## config.mk

```make
export PLATFORM = sky130hd
export DESIGN_NAME = avalon_s_pipeline_bridge
export DESIGN_NICKNAME = d
export VERILOG_FILES = /design/src/rtl/avalon_s_pipeline_bridge.sv
export SDC_FILE = /design/constraint.sdc
export NUM_CORES = 1
export LEC_CHECK = 0
export CELL_PAD_IN_SITES_DETAIL_PLACEMENT = 2
export CELL_PAD_IN_SITES_GLOBAL_PLACEMENT = 2
export CORE_ASPECT_RATIO = 0.75
export CORE_UTILIZATION = 22
export DETAILED_ROUTE_END_ITERATION = 16
export PLACE_DENSITY = 0.9
export SLEW_MARGIN = 30
export SYNTH_ARGS = -nofsm -noshare
export SYNTH_HDL_FRONTEND = slang
export SYNTH_SLANG_ARGS = --single-unit
export TNS_END_PERCENT = 30
```

## constraint.sdc

```tcl
create_clock -name clk -period 3.4 [get_ports clk]
set_input_delay 0.51 -clock clk [delete_from_list [all_inputs] [get_ports clk]]
set_output_delay 0.51 -clock clk [all_outputs]
set_load 0.005 [all_outputs]
```

## src/rtl/avalon_s_pipeline_bridge.sv

```systemverilog
// rtl/avalon_s_pipeline_bridge.sv - registered Avalon bridge with one outstanding transaction and optional timeout
//
// Purpose: isolates a matrix device port from a downstream device.
// Every output is driven from a register, so no combinational path crosses
// the bridge in either direction.
//
// Ports:
//   clk, rst                - clock, synchronous active-high reset
//   host_avn_*              - device port facing the bus matrix
//                             (read/write/address/byte_enable/writedata in,
//                              readdata/waitrequest out)
//   device_avn_*            - host port facing the downstream device
//                             (read/write/address/byte_enable/writedata out,
//                              readdata/waitrequest in)
//   err_timeout             - one-cycle pulse when a transaction is aborted by timeout
module avalon_s_pipeline_bridge #(
  parameter int unsigned     DW      = 32,
  parameter int unsigned     AW      = 32,
  parameter int unsigned     TO      = 0,
  parameter logic [DW-1:0]   TO_DATA = '1
) (
  input  logic              clk,
  input  logic              rst,
  input  logic              host_avn_read,
  input  logic              host_avn_write,
  input  logic [AW-1:0]     host_avn_address,
  input  logic [DW/8-1:0]   host_avn_byte_enable,
  input  logic [DW-1:0]     host_avn_writedata,
  output logic [DW-1:0]     host_avn_readdata,
  output logic              host_avn_waitrequest,
  output logic              device_avn_read,
  output logic              device_avn_write,
  output logic [AW-1:0]     device_avn_address,
  output logic [DW/8-1:0]   device_avn_byte_enable,
  output logic [DW-1:0]     device_avn_writedata,
  input  logic [DW-1:0]     device_avn_readdata,
  input  logic              device_avn_waitrequest,
  output logic              err_timeout
);

  // Counter only needs to reach TO-1; keep it at least one bit wide.
  localparam int unsigned   CW      = (TO > 1) ? $clog2(TO) : 1;
  localparam logic [CW-1:0] TO_LAST = (TO == 0) ? '0 : CW'(TO - 1);

  typedef enum logic [1:0] {
    IDLE = 2'd0,
    REQ  = 2'd1,
    RESP = 2'd2
  } state_t;

  state_t        state;
  logic [CW-1:0] count;

  always_ff @(posedge clk) begin
    if (rst) begin
      state                  <= IDLE;
      count                  <= '0;
      host_avn_waitrequest   <= 1'b1;
      host_avn_readdata      <= '0;
      device_avn_read        <= 1'b0;
      device_avn_write       <= 1'b0;
      device_avn_address     <= '0;
      device_avn_byte_enable <= '0;
      device_avn_writedata   <= '0;
      err_timeout            <= 1'b0;
    end else begin
      err_timeout <= 1'b0;
      case (state)
        IDLE: begin
          host_avn_waitrequest <= 1'b1;
          if (host_avn_read || host_avn_write) begin
            // Write has priority when both commands are presented.
            device_avn_write       <= host_avn_write;
            device_avn_read        <= host_avn_read & ~host_avn_write;
            device_avn_address     <= host_avn_address;
            device_avn_byte_enable <= host_avn_byte_enable;
            device_avn_writedata   <= host_avn_writedata;
            count                  <= '0;
            state                  <= REQ;
          end
        end
        REQ: begin
          count <= count + 1'b1;
          if (!device_avn_waitrequest) begin
            // device_avn_read doubles as the stored command type.
            if (device_avn_read) host_avn_readdata <= device_avn_readdata;
            device_avn_read      <= 1'b0;
            device_avn_write     <= 1'b0;
            host_avn_waitrequest <= 1'b0;
            state                <= RESP;
          end else if ((TO != 0) && (count == TO_LAST)) begin
            if (device_avn_read) host_avn_readdata <= TO_DATA;
            device_avn_read      <= 1'b0;
            device_avn_write     <= 1'b0;
            host_avn_waitrequest <= 1'b0;
            err_timeout          <= 1'b1;
            state                <= RESP;
          end
        end
        RESP: begin
          // Host request is deliberately not sampled here so a held
          // request is not issued twice.
          host_avn_waitrequest <= 1'b1;
          state                <= IDLE;
        end
        default: begin
          host_avn_waitrequest <= 1'b1;
          state                <= IDLE;
        end
      endcase
    end
  end

endmodule

```

==> summary.txt <==
Routing
  – Avg WL per Cell: 18.1 µm
  – First DRT Iteration DRCs: 168
  – Vias per cell: 4.70
  – DRC viols: 0
  – Vias: ~4200
  – DRT antenna net count: 0
  – Drt pass-1 iters: 4
  – WL final: 16300 µm

CTS
  – Worst-skew pair later-pin latency: 350 ps
  – Post CTS Setup Buffer Count: 0
  – CTS Buf Count: 9
  – CTS sink count: 105
  – Clock Tree Buf Depth: 2
  – CTS Hold Bufs: 0
  – Root buffer cell: clkbuf_16
  – CTS tree: done
  – H-tree depth: 3
  – CTS resizes: 0
  – CTS clock-pin slew for the worst setup and hold paths: 70 ps

Layout
  – Final instance count without filler cells: 900
  – Final instance area: between 0.006 and 0.007 mm²
  – Register area: between 0.002 and 0.0025 mm²
  – Final Util: 0.366
  – Layout area overhead: 63.1%
  – Proportion of layout cells with a drive suffix above 1: 0.0426
  – Antenna Cells: 0
  – Multi-input gate area: 0.00159 mm²
  – Filler cells: 1963
  – # nets final: 758

Timing
  – Least-Margin Pin Slew: 909 ps
  – Setup ws final: 1200 ps
  – Tmin final: ~2200 ps
  – Slew Limit Fails: 0
  – Clk_skew: 13.2 ps
  – Slew HR: 0.394
  – Setup TNS: 0 ps
  – Fmax: 0.454 GHz
  – Period utilization: 0.648
  – Final hold vios: 0
  – Endpoints failing setup: 0
  – RSZ-0062 raised after global routing: no

Die
  – Core ar.: 0.0177 mm²
  – FP Rows: 42
  – IO Count: 209
  – Die H: 118 µm
  – Chip width: 157 µm
  – Area of the die: 0.0186 mm²
  – Initial core utilization: 0.225

Global routing
  – GRT busiest layer: met2
  – Pin count of the biggest net entering global routing: 106
  – Global Route Usage Sum: 0.177
  – Met3 usage: 0.0711
  – GRT overflow: 0
  – Initial antenna violation count: 0
  – First-pass GRT wire length: 25300 µm
  – Grt met1 use: 0.205
  – Met2 usage: 0.301
  – Vias in the first global route: approximately 4600

Place
  – Placed cells: 884
  – Hpwl dp: 11400 µm
  – Port-buffer cells: a little over 200
  – Post-place instance area: 0.00615 mm²
  – RePlAce Congestion: 0.703
  – Pre-CTS setup slack: 856 ps

Power and ir drop
  – Leak: 0.00223 µW
  – Worst VDD drop: 0.202 mV
  – Pwr per Cell Area: between 400 and 500 mW/mm²

Min path
  – Hold WC Path Type: register to register

Yosys
  – Post-synthesis sequential area ratio: 0.530
  – Synthesized area per cell: 8.27 µm²
  – Top-count cell post-synth: dfxtp_1
  – Yosys Warn Count: 0
  – Post-synth top cells: dfxtp_1, a21oi_1, nand3_1, nand2_1, o21ai_0
  – Syn_nets: 585
  – Post-Syn Instances: 480
  – Async S/R FF share, synth: 0
  – EDFF count, synth: 0
  – Ys flop type: dfxtp_1
  – Largest area contributor in the netlist: dfxtp_1
  – Top cells by area, synth: dfxtp_1, a21oi_1, nand3_1
  – Mapped cell area: 0.00397 mm²
  – Yosys top cell area share: 0.530
  – Yosys reg bits: 105
  – Synth unique cells: 27

Run
  – Max Cap Viol: 0

Run status
  – Outcome: complete, no violations

Worst setup path
  – Critical Path Fanout Max: 41
  – Critical Path AT: around 2500 ps
  – CP Capture Type: register
  – Critical path required time: 3670 ps
  – Critical path class: input pin to register
  – Worst setup SP type: input pin
[layer usage]
| metal | part of all wire | vias up |
|---|---|---|
| li1 | - | 1997 |
| met1 | 0.42 | 2080 |
| met2 | 0.48 | 136 |
| met3 | 0.090 | 17 |
| met4 | 0.013 | 0 |
| met5 | 0 | - |
[state kept, by name (all words and copies together), names as in the netlist]
register / cells
host_avn_waitrequest: 1
device_avn_write: 1
device_avn_writedata: 32
device_avn_byte_enable: 4
device_avn_read: 1
host_avn_readdata: 32
device_avn_address: 32
state: 2
[path summary, 6_finish.rpt]
path | from | end | slack [ps] | cells past startpoint
hold / removal | host_avn_readdata[31] | host_avn_readdata[31] | 460 | 2
setup / recovery | host_avn_write | device_avn_address[7] | 1200 | 5
setup reg to reg | state[0] | device_avn_address[0] | 1560 | 3
hold reg to reg | host_avn_readdata[31] | host_avn_readdata[31] | 460 | 2
[cell usage in the layout, fill, tap and decap left out]
cell | netlist | final
nand2_1 | 67 | 67
buf_6 | 7 | 1
a211oi_1 | 1 | 1
or2_4 | 1 | 1
clkdlybuf4s50_1 | 0 | 206
o21ai_1 | 20 | 20
a21o_1 | 2 | 2
buf_12 | 0 | 2
conb_1 | 1 | 1
dfxtp_1 | 105 | 105
nand4bb_1 | 1 | 1
o21ai_0 | 48 | 48
nand3_1 | 69 | 69
bufinv_16 | 0 | 2
mux2i_1 | 1 | 1
nand2b_1 | 2 | 2
inv_6 | 0 | 3
clkbuf_16 | 0 | 9
buf_4 | 6 | 4
inv_1 | 2 | 2
or2_2 | 0 | 1
a21oi_1 | 102 | 102
clkinv_2 | 0 | 1
clkinv_4 | 0 | 1
nor3_1 | 1 | 1
nor2_4 | 1 | 2
a211o_1 | 1 | 1
nor4bb_4 | 0 | 1
a31oi_1 | 1 | 1
[power breakdown]
part           switching (µW)  internal [µW]  total [µW]
sequential               41.0           1300        1340
combinational             237            287         524
clock                     493            654        1150
[cells by family (layout without fill, tap and decap cells)]
group           count (synthesis)  after routing  share of synthesized area
compound gates                175            175                      0.224
simple gates                  145            145                      0.168
flops                         105            105                      0.530
buf+inv                        53            231                     0.0744
other cells                     1              1                   0.000945
mux                             1              1                    0.00252
[cell type report]
class | instances | area share
clock buffers | 9 | 0.0348
well taps | 242 | 0.0468
clock inverters | 7 | 0.0155
repair buffers | 213 | 0.331
multi-input cells | 322 | 0.246
inverters | 2 | 0.00116
flip-flops and latches | 105 | 0.325
[critical path, cell delays in order]
cell and delay (ps):
clkdlybuf4s50_1 590, or2_2 760, buf_12 280, nand3_1 120, a21oi_1 170
[through the flow]
stage               hold slack, ps  total power, µW
floorplan                      453             1570
global placement               443             1870
detailed placement             455             1900
CTS                            466             3070
global route                   495             3160
finish                         457             3010
Note: power is estimated with default switching activity, not from simulation.
